## src/rtl/rnn_pkg.sv

```systemverilog
// ---------------------------------------------------------------------------
// rnn_pkg
// Shared types and helpers for the RNN datapath stages.
//   act_mode_t : activation selector (identity, ReLU, hard-tanh, hard-sigmoid)
//   Q_ONE      : 1.0 in signed Q8.8
//   Q_HALF     : 0.5 in signed Q8.8
//   sat16      : clamp a 17-bit signed sum into the 16-bit signed range
// ---------------------------------------------------------------------------
package rnn_pkg;

    typedef enum logic [1:0] {
        ACT_ID    = 2'd0,
        ACT_RELU  = 2'd1,
        ACT_HTANH = 2'd2,
        ACT_HSIG  = 2'd3
    } act_mode_t;

    localparam logic signed [15:0] Q_ONE  = 16'sd256;
    localparam logic signed [15:0] Q_HALF = 16'sd128;

    localparam logic signed [16:0] SAT_MAX = 17'sd32767;
    localparam logic signed [16:0] SAT_MIN = -17'sd32768;

    function automatic logic signed [15:0] sat16(input logic signed [16:0] v);
        if (v > SAT_MAX) begin
            return 16'sh7FFF;
        end else if (v < SAT_MIN) begin
            return 16'sh8000;
        end else begin
            return v[15:0];
        end
    endfunction

endpackage

```

## src/rtl/act_unit.sv

```systemverilog
// ---------------------------------------------------------------------------
// act_unit
// Combinational activation on a signed Q8.8 value.
//   mode : activation select (act_mode_t)
//   x    : signed Q8.8 input
//   y    : signed Q8.8 activated output
// ---------------------------------------------------------------------------
module act_unit
    import rnn_pkg::*;
(
    input  act_mode_t          mode,
    input  logic signed [15:0] x,
    output logic signed [15:0] y
);

    logic signed [15:0] hs;

    always_comb begin
        // x >>> 2 lies in [-8192, 8191], so adding 0.5 cannot overflow 16 bits.
        hs = (x >>> 2) + Q_HALF;
        y  = x;
        case (mode)
            ACT_ID: begin
                y = x;
            end
            ACT_RELU: begin
                y = x[15] ? 16'sd0 : x;
            end
            ACT_HTANH: begin
                if (x > Q_ONE) begin
                    y = Q_ONE;
                end else if (x < -Q_ONE) begin
                    y = -Q_ONE;
                end else begin
                    y = x;
                end
            end
            ACT_HSIG: begin
                if (hs[15]) begin
                    y = 16'sd0;
                end else if (hs > Q_ONE) begin
                    y = Q_ONE;
                end else begin
                    y = hs;
                end
            end
            default: begin
                y = x;
            end
        endcase
    end

endmodule

```

## src/rtl/bias_act.sv

```systemverilog
// ---------------------------------------------------------------------------
// bias_act
// Post-matmul stage: walks the matmul result vector, adds a saturating
// per-element bias, applies the selected activation and writes the result
// into the hidden-state tensor.
//   clk, rst_n            : clock, async active-low reset
//   start, act_mode       : launch a pass (sampled in IDLE), activation select
//   ready, busy, done     : IDLE flag, non-IDLE flag, pulse on final write
//   src_sel / src_data    : matmul read index and its combinational data
//   bias_sel / bias_data  : bias read index (mirrors src_sel) and its data
//   dst_write/sel/data    : hidden-state write port
//
// state | meaning
// IDLE  | waiting for start; ready high
// RUN   | reading element idx; stage A captures sum each edge
// FLUSH | last sum moves to the output registers
// LAST  | final write on the port; done high
// ---------------------------------------------------------------------------
module bias_act
    import rnn_pkg::*;
#(
    parameter int LEN   = 4,
    parameter int IDX_W = 2
) (
    input  logic                    clk,
    input  logic                    rst_n,
    input  logic                    start,
    input  logic [1:0]              act_mode,
    output logic                    ready,
    output logic                    busy,
    output logic                    done,
    output logic [IDX_W-1:0]        src_sel,
    input  logic signed [15:0]      src_data,
    output logic [IDX_W-1:0]        bias_sel,
    input  logic signed [15:0]      bias_data,
    output logic                    dst_write,
    output logic [IDX_W-1:0]        dst_sel,
    output logic signed [15:0]      dst_data
);

    typedef enum logic [1:0] {
        S_IDLE  = 2'd0,
        S_RUN   = 2'd1,
        S_FLUSH = 2'd2,
        S_LAST  = 2'd3
    } state_t;

    localparam logic [IDX_W-1:0] LAST_IDX = IDX_W'(LEN - 1);

    state_t              state_q, state_d;
    logic [IDX_W-1:0]    idx_q;
    act_mode_t           mode_q;

    logic signed [15:0]  sum_q;
    logic [IDX_W-1:0]    sum_idx_q;
    logic                a_valid_q;

    logic signed [16:0]  sum_wide;
    logic signed [15:0]  act_y;

    // ---------------- FSM ----------------
    always_ff @(posedge clk or negedge rst_n) begin
        if (!rst_n) begin
            state_q <= S_IDLE;
        end else begin
            state_q <= state_d;
        end
    end

    always_comb begin
        state_d = state_q;
        ready   = 1'b0;
        busy    = 1'b1;
        done    = 1'b0;
        case (state_q)
            S_IDLE: begin
                ready = 1'b1;
                busy  = 1'b0;
                if (start) begin
                    state_d = S_RUN;
                end
            end
            S_RUN: begin
                if (idx_q == LAST_IDX) begin
                    state_d = S_FLUSH;
                end
            end
            S_FLUSH: begin
                state_d = S_LAST;
            end
            S_LAST: begin
                done    = 1'b1;
                state_d = S_IDLE;
            end
            default: begin
                state_d = S_IDLE;
            end
        endcase
    end

    // ---------------- index and mode ----------------
    always_ff @(posedge clk or negedge rst_n) begin
        if (!rst_n) begin
            idx_q  <= '0;
            mode_q <= ACT_ID;
        end else begin
            if (state_q == S_IDLE && start) begin
                idx_q  <= '0;
                mode_q <= act_mode_t'(act_mode);
            end else if (state_q == S_RUN) begin
                idx_q <= (idx_q == LAST_IDX) ? '0 : idx_q + 1'b1;
            end
        end
    end

    // Reads are only issued in RUN; elsewhere the select parks at 0.
    assign src_sel  = (state_q == S_RUN) ? idx_q : '0;
    assign bias_sel = src_sel;

    // ---------------- stage A: saturating bias add ----------------
    assign sum_wide = {src_data[15], src_data} + {bias_data[15], bias_data};

    always_ff @(posedge clk or negedge rst_n) begin
        if (!rst_n) begin
            sum_q     <= '0;
            sum_idx_q <= '0;
            a_valid_q <= 1'b0;
        end else begin
            a_valid_q <= (state_q == S_RUN);
            if (state_q == S_RUN) begin
                sum_q     <= sat16(sum_wide);
                sum_idx_q <= idx_q;
            end
        end
    end

    // ---------------- stage B: activation and write ----------------
    act_unit u_act (
        .mode (mode_q),
        .x    (sum_q),
        .y    (act_y)
    );

    always_ff @(posedge clk or negedge rst_n) begin
        if (!rst_n) begin
            dst_write <= 1'b0;
            dst_sel   <= '0;
            dst_data  <= '0;
        end else begin
            dst_write <= a_valid_q;
            if (a_valid_q) begin
                dst_sel  <= sum_idx_q;
                dst_data <= act_y;
            end
        end
    end

endmodule

```

## config.mk

```make
export PLATFORM = sky130hd
export DESIGN_NAME = bias_act
export DESIGN_NICKNAME = d
export VERILOG_FILES = /design/src/rtl/rnn_pkg.sv /design/src/rtl/act_unit.sv /design/src/rtl/bias_act.sv
export SDC_FILE = /design/constraint.sdc
export NUM_CORES = 1
export LEC_CHECK = 0
export CORE_MARGIN = 2
export CORE_UTILIZATION = 56
export DETAILED_ROUTE_END_ITERATION = 6
export PLACE_DENSITY = 0.84
export SLEW_MARGIN = 20
export SYNTH_ARGS = -nofsm -noshare
export SYNTH_HDL_FRONTEND = slang
export SYNTH_SLANG_ARGS = --single-unit
```

## constraint.sdc

```tcl
create_clock -name clk -period 4.88 [get_ports clk]
set_input_delay 0.976 -clock clk [delete_from_list [all_inputs] [get_ports clk]]
set_output_delay 0.976 -clock clk [all_outputs]
set_load 0.05 [all_outputs]
```

Word level (Yosys, flattened, before mapping)
Index checks and enable logic that the tools add are counted.
Cells by class
  add/sub/neg operators: 3
  magnitude comparators: 5
  equality and inequality tests: 9
  multiplexer cells: 18
  reductions and logical operators: 5
Operators with widths (number)
  16-bit 2-to-1 mux: 5
  16-bit one-hot mux with 4 select lines: 1
  16-bit by 10-bit > comparator with 1-bit output, second input constant: 2
  15-bit 2-to-1 mux: 2
  16-bit by 16-bit adder with 17-bit output: 1
  17-bit by 16-bit > comparator with 1-bit output, second input constant: 1
  17-bit by 16-bit less-than comparator with 1-bit output, second input constant: 1
  16-bit by 9-bit less-than comparator with 1-bit output, second input constant: 1
  14-bit by 9-bit adder with 15-bit output, second input constant: 1
  2-bit 2-to-1 mux: 6
  2-bit equality test, second input constant: 5
  2-bit one-hot mux with 4 select lines: 1
  2-bit by 1-bit equality test with 1-bit output, second input constant: 2
  2-bit zero test: 2
  1-bit 2-to-1 mux: 3
  2-bit by 1-bit adder with 2-bit output, second input constant: 1
  2-bit by 1-bit inequality test with 1-bit output, second input constant: 1
  2-bit inequality test, second input constant: 1
  2-bit AND reduction: 1
  2-bit nonzero test: 1
  1-bit logical AND: 1
Word-level totals
  bits in registers: 44
  bits of input ports: 37
  output and inout port bits: 26

Logic depth before layout (Yosys ltp)
Gate-level depths: netlist of the first run.
  depth after elaboration: 5
  mapped depth: 11

Modules after synthesis
From an unflattened synthesis of the first run, not the netlist that was laid out.
Unflattened totals
  cells, all modules: 304
  area total of the unflattened synthesis: 3098.0 um2
Modules (own cells, without submodules)
  bias_act: times used 1, cells an instance 226, area each 2588.7 um2
  act_unit: times used 1, cells an instance 78, area each 509.2 um2

Least setup slack after synthesis of the first run
OpenSTA, ideal clock, no wires.
  path type: input port to flip-flop
  from: input src_data[0]
  to: register sum_q[4]
  setup time: 0.078 ns
  arrival time: 3.095 ns
  required time: 4.802 ns
  setup slack: 1.707 ns
  stages on the path: 11
  path buffers: 1
  cells stage by stage: ha_1 inv_1 fa_1 nor2b_1 o2111ai_1 a21boi_1 a221oi_2 a21oi_1 clkbuf_1 a21oi_1 o2bb2ai_1
On the way
  word-level cells in the longest chain between the ends: 4
  elaborated cells between the ends (all ways): 5
Ends and longest elaborated chain
  from (decl): RTL line bias_act.sv:33  | input logic signed [15:0] src_data,
  16-bit by 16-bit adder with 17-bit output (*): RTL line bias_act.sv:121  | assign sum_wide = {src_data[15], src_data} + {bias_data[15], bias_data};
  17-bit by 16-bit less-than comparator with 1-bit output: RTL line rnn_pkg.sv:27  | end else if (v < SAT_MIN) begin
  16-bit 2-to-1 mux: RTL line rnn_pkg.sv:27
  16-bit 2-to-1 mux (*): RTL line rnn_pkg.sv:25  | if (v > SAT_MAX) begin
  to (signal assigned): RTL line bias_act.sv:131  | sum_q <= sat16(sum_wide);
  to (decl): RTL line bias_act.sv:54  | logic signed [15:0] sum_q;
Every way passes the cells marked *; elsewhere a longest branch is shown, timed or not.
A chain may end at the register's enable or synchronous reset.

Final worst setup path of the first run
  from: input bias_data[0]
  to: register sum_q[12]
On the way
  word-level cells in the longest chain between the ends: 4
  elaborated cells between the ends (all ways): 5
Ends and longest elaborated chain
  from (decl): RTL line bias_act.sv:35  | input logic signed [15:0] bias_data,
  16-bit by 16-bit adder with 17-bit output (*): RTL line bias_act.sv:121
  17-bit by 16-bit less-than comparator with 1-bit output: RTL line rnn_pkg.sv:27
  16-bit 2-to-1 mux: RTL line rnn_pkg.sv:27
  16-bit 2-to-1 mux (*): RTL line rnn_pkg.sv:25
Marked as above.

==> results of run 1 <==
metrics by stage:
step,cells,cell area (µm²)
after global placement,446,3660
final,454,3770
after detailed placement,446,3660
after floorplan,329,3020
after global routing,454,3770
after CTS,454,3770
report_power, final:
group | total, mW | switching [mW] | internal, mW
Sequential | 0.746 | 0.207 | 0.539
Combinational | 1.25 | 0.755 | 0.496
Clock | 0.271 | 0.119 | 0.152
Total | 2.27 | 1.08 | 1.19
cell usage after synthesis, types with 3 or more instances:
master,number,area (µm²)
a21o_1,9,67.6
a21oi_1,36,180
a22oi_1,7,52.6
and2_1,6,37.5
and3_1,4,25.0
buf_4,3,22.5
clkbuf_1,12,45.0
dfrtp_1,44,1100
ha_1,23,288
inv_1,23,86.3
mux2_2,5,56.3
mux2i_1,3,30.0
nand2_1,14,52.6
nand3_1,5,25.0
nor2_1,24,90.1
nor3_1,4,20.0
o211ai_1,8,60.1
o21ai_0,31,155
o22ai_1,3,18.8
o2bb2ai_1,12,105
xnor2_1,10,87.6
worst paths after layout:
| check | endpoint | slack (ns) | depth (start not counted) |
|---|---|---|---|
| setup / recovery | sum_q[12] | 1.40 | 11 |
| hold / removal | sum_idx_q[0] | 0.48 | 1 |
| setup reg to reg | dst_data[7] | 2.47 | 5 |
| hold reg to reg | sum_idx_q[0] | 0.48 | 1 |
| max in group asynchronous | mode_q[0] | 3.48 | 1 |
| min in group asynchronous | dst_data[2] | 0.82 | 1 |
final cells by class:
| class | instances | area, µm² | area share |
|---|---|---|---|
| multi-input combinational | 245 | 1750 | 0.465 |
| sequential | 44 | 1100 | 0.292 |
| timing repair buffer | 64 | 631 | 0.167 |
| tap | 70 | 87.6 | 0.0233 |
| inverter | 23 | 86.3 | 0.0229 |
| clock buffer | 6 | 72.6 | 0.0193 |
| clock inverter | 2 | 35.0 | 0.00930 |
critical path, stage by stage:
cell	delay, ns
clkdlybuf4s50_1	0.46
ha_1	0.18
inv_1	0.06
fa_1	0.39
nor2b_1	0.19
o2111ai_1	0.17
a21boi_1	0.34
a221oi_2	0.12
xnor2_1	0.14
maj3_1	0.36
mux2_2	0.26
flip-flops by register name (all words and copies together), names as in the netlist:
| register | flops |
|---|---|
| a_valid_q | 1 |
| dst_data | 16 |
| dst_sel | 2 |
| dst_write | 1 |
| idx_q | 2 |
| mode_q | 2 |
| state_q | 2 |
| sum_idx_q | 2 |
| sum_q | 16 |
logic make-up (layout without fill, tap and decap cells):
kind of cell / Yosys count / count (layout)
AOI/OAI and AO/OA: 132 / 132
xor gates and xnor gates: 11 / 11
adders and majority gates: 25 / 25
buffers and inverters: 40 / 95
DFF: 44 / 44
muxes: 8 / 8
and+or+nand+nor: 69 / 69
layer usage:
layer	wire length (µm)	vias up	track usage
met2	3290	75	0.393
met5	0	-	0
met1	2740	1269	0.293
li1	-	1316	-
met4	65	0	0.0643
met3	279	6	0.0430
==> parameters.txt, run 1 <==
Parameter                              Value

Cells and area
  Final cell utilization of the core    0.733
  Share of final-layout standard cells stronger than drive strength 1    0.0703
  Commonest cells after routing, fill and taps aside    clkdlybuf4s50_1 (61), dfrtp_1 (44), a21oi_1 (36)
  Fillers    430
  Diodes inserted    0
  Synth-to-layout area growth    24.7%
  Final #Nets    444
  Most common cell after layout, fill and taps aside    clkdlybuf4s50_1

Clocking
  Buffer cell driving the clock tree root    clkbuf_8
  Bufs on Longest Clock Path    2
  Post-CTS Repair Setup Buffers    0
  Number of hold-repair buffers added at the cts stage    0
  Clock tree from TritonCTS    done
  Clock transition time at the flip-flop clock pins of the worst setup and hold paths    0.08 ns
  Post-CTS Resized    0
  Worst skew pair latency    0.29 ns
  Clock buffers created by TritonCTS    5
  Clk sinks    44
  H-Tree Depth    2

Yosys
  Most common flop cell mapped by yosys    dfrtp_1
  Total standard cell area after synthesis    3020 µm²
  FFs w/ async S/R, synth    1.00
  Simple-gate share of the synthesized area    0.116
  Number of flip-flops and latches in the synthesized netlist    44
  Mux contribution to synthesized area    0.0286
  Count of unique library cells instantiated by Yosys    55
  Compound-gate portion of the synthesized area    0.297
  Syn. warnings    0
  Average cell area after synthesis    9.18 µm²
  Area share of fa/ha/maj cells after synthesis    0.105
  Post-Syn Instances    329
  Dominant combinational cell family by area after synthesis    compound AO/OA/AOI/OAI gates
  XOR/XNOR Fraction of Synth Area    0.0319
  Part of the Yosys area used for sequential elements    0.365
  Count of flip-flops with a built-in enable after synthesis    0
  Total nets after synthesis    390

Critical path
  Classification of the worst setup path    in2reg
  Largest fanout of any net on the critical path    3
  Worst endpoint required time    5.06 ns
  Beginning of the worst register-to-register path    sum_q[5]
  Worst setup path start    bias_data[0]
  Arrival time of the worst setup path    3.66 ns
  Critical Path Start Type    input port
  Capturing element type of the critical path    register

Hold path
  Worst min path class    reg2reg
  Worst Hold Launch    sum_idx_q[0]

Floorplan
  CORE AREA    5140 µm²
  Die Area    5990 µm²
  Initial cell density of the core    0.587
  Die height    77.4 µm
  Floorplan row count    26
  Ports placed on the boundary    63
  Die width    77.4 µm

Route
  Routed wire length per instance    14.0 µm
  Mean number of vias per cell    5.87
  Via count    2666
  # DRC    0
  Number of violations reported at the end of detailed-routing iteration 0    167
  Final wirelength    6380 µm
  First-pass DRT Iterations    4
  Antenna Violating Nets Remaining    0

STA
  Setup slack after layout    1.40 ns
  Largest clock skew in the final design    0.00507 ns
  Setup Viol. Count Final    0
  Number of slew-limit violations in the final report    0
  WHS    0.484 ns
  Sum of negative setup slack    0 ns
  Slew margin rel.    0.306
  Worst Max-Slew Pin Slew    1.04 ns
  Hold Violations, Final    0
  Setup repair after global routing missed its margin    no
  Final period demand of the worst path    3.48 ns
  Post-route clock period utilization    0.714
  F_max    287 MHz

Global routing
  Number of antenna violations at the first check in global routing    0
  Grt ovf    0
  Via count of the first global-routing pass    2522
  Global-route wire length before repair    11300 µm
  Total routing usage reported by global routing    0.228
  Pin count of the biggest net entering global routing    45

Placed design
  Gp weighted congestion    0.831
  Half-perimeter wire length of the detailed placement result    4860 µm
  Number of buffers inserted by port buffering    62
  Minimum setup slack after placement    1.13 ns

Job
  Total of max-cap violations    0

Run status
  Run status    finished, final reports clean

Power
  Worst voltage drop across the vdd grid    0.425 mV
  Sum of internal, switching and leakage power    2.27 mW
  Leakage Power    1.61 nW
  Power per cell area    602 nW/µm²
No activity file was read; power rests on OpenSTA's default activity.
==> run 2: changes to the inputs <==
--- a/config.mk
+++ b/config.mk
@@ -6,9 +6,9 @@
 export NUM_CORES = 1
 export LEC_CHECK = 0
 export CORE_MARGIN = 2
-export CORE_UTILIZATION = 56
+export CORE_UTILIZATION = 52
 export DETAILED_ROUTE_END_ITERATION = 6
-export PLACE_DENSITY = 0.84
+export PLACE_DENSITY = 0.79
 export SLEW_MARGIN = 20
 export SYNTH_ARGS = -nofsm -noshare
 export SYNTH_HDL_FRONTEND = slang
==> constraint.sdc (replaced) <==
create_clock -name clk -period 3.5 [get_ports clk]
set_input_delay 0.7 -clock clk [delete_from_list [all_inputs] [get_ports clk]]
set_output_delay 0.7 -clock clk [all_outputs]
set_load 0.05 [all_outputs]
==> parameters.txt, run 2 (synthesis gave the netlist of run 1 again) <==
Parameter                              Value

Global routing
  Total routing usage reported by global routing    0.208
  Via count of the first global-routing pass    2492
  Global-route wire length before repair    10800 µm
  Number of antenna violations at the first check in global routing    0
  Pin count of the biggest net entering global routing    45
  Grt ovf    0

Hold path
  Worst min path class    reg2reg

Clocking
  Post-CTS Repair Setup Buffers    0
  H-Tree Depth    2
  Clock transition time at the flip-flop clock pins of the worst setup and hold paths    0.08 ns
  Number of hold-repair buffers added at the cts stage    0
  Bufs on Longest Clock Path    2
  Buffer cell driving the clock tree root    clkbuf_8
  Clk sinks    44
  Clock tree from TritonCTS    done
  Worst skew pair latency    0.28 ns
  Clock buffers created by TritonCTS    5
  Post-CTS Resized    0

Floorplan
  Initial cell density of the core    0.545
  Die height    80.2 µm
  Floorplan row count    27
  Die Area    6430 µm²
  Ports placed on the boundary    63
  CORE AREA    5540 µm²
  Die width    80.2 µm

STA
  Worst Max-Slew Pin Slew    0.928 ns
  Hold Violations, Final    0
  Number of slew-limit violations in the final report    0
  Setup repair after global routing missed its margin    no
  Final period demand of the worst path    3.17 ns
  Largest clock skew in the final design    0.00589 ns
  Post-route clock period utilization    0.905
  Slew margin rel.    0.381
  Setup Viol. Count Final    0
  F_max    316 MHz
  Sum of negative setup slack    0 ns

Cells and area
  Largest regs    dst_data (16), sum_q (16)
  Most common cell after layout, fill and taps aside    clkdlybuf4s50_1
  Final #Nets    447
  Diodes inserted    0
  Share of final-layout standard cells stronger than drive strength 1    0.0801
  Fillers    466
  Synth-to-layout area growth    25.5%
  Commonest cells after routing, fill and taps aside    clkdlybuf4s50_1 (61), dfrtp_1 (44), a21oi_1 (36)

Route
  # DRC    0
  Final wirelength    6120 µm
  First-pass DRT Iterations    4
  Via count    2624
  Antenna Violating Nets Remaining    0
  Routed wire length per instance    13.3 µm
  Mean number of vias per cell    5.72
  Number of violations reported at the end of detailed-routing iteration 0    104

Critical path
  Critical Path Start Type    input port
  Capturing element type of the critical path    register
  Arrival time of the worst setup path    3.38 ns
  Classification of the worst setup path    in2reg
  Largest fanout of any net on the critical path    23
  Worst endpoint required time    3.71 ns

Power
  Power per cell area    820 nW/µm²
  Leakage Power    1.63 nW
  Worst voltage drop across the vdd grid    0.440 mV
  Sum of internal, switching and leakage power    3.11 mW

Run status
  Run status    finished, final reports clean

Placed design
  Half-perimeter wire length of the detailed placement result    4790 µm
  Gp weighted congestion    0.878
  Number of buffers inserted by port buffering    62

Job
  Total of max-cap violations    0
run 2: changes by cell type in the layout (fill, tap and decap cells not counted), sizes merged:
cell,before,now
buf,3,6
clkinv,1,2
bufinv,1,0
run 2: worst paths after layout:
check	startpoint	to	slack, ns	cells past startpoint
setup / recovery	src_data[0]	sum_q[0]	0.33	12
hold / removal	sum_idx_q[0]	sum_idx_q[0]	0.48	1
setup reg to reg	sum_q[7]	dst_data[7]	1.06	5
hold reg to reg	sum_idx_q[0]	sum_idx_q[0]	0.48	1
max in group asynchronous	rst_n	sum_q[8]	2.37	1
min in group asynchronous	rst_n	dst_data[4]	0.55	1
run 2: worst max-delay path: stages:
cell and delay [ns]:
clkdlybuf4s50_1 0.46, ha_1 0.19, inv_1 0.06, fa_1 0.40
nor2b_1 0.17, o2111ai_1 0.17, a21boi_1 0.29, a221oi_2 0.11
a21oi_1 0.31, buf_12 0.19, o21ai_0 0.13, o2bb2ai_1 0.17
run 2: through the flow:
stage               instances  worst slack, ns  area (µm²)  utilization  hold WS, ns
global placement          451            0.137        3700        0.667        0.458
CTS                       459            0.348        3790        0.684        0.488
global route              459            0.120        3790        0.684        0.514
finish                    459            0.333        3790        0.684        0.484
floorplan                 329            0.603        3020            -        0.352
detailed placement        451           0.0559        3700        0.667        0.469
run 2: area by class of cell:
type	instances	area [µm²]	share of cell area
multi-input cells	245	1750	0.463
well taps	72	90.1	0.0238
flip-flops and latches	44	1100	0.291
repair buffers	67	666	0.176
clock inverters	2	10.0	0.00264
clock buffers	6	82.6	0.0218
inverters	23	86.3	0.0228
run 2: where the power goes:
group	internal, mW	leakage [nW]	total [mW]	switching, mW
Clock	0.157	0.0510	0.314	0.156
Sequential	0.752	0.541	0.993	0.242
Combinational	0.707	1.04	1.80	1.09
Total	1.62	1.63	3.11	1.49
run 2: metal layers:
layer,GRT usage,vias to the layer above,share of wire
met3,0.0326,6,0.044
met1,0.271,1229,0.46
met4,0.0593,0,0.012
met2,0.356,67,0.48
met5,0,-,0
li1,-,1322,-
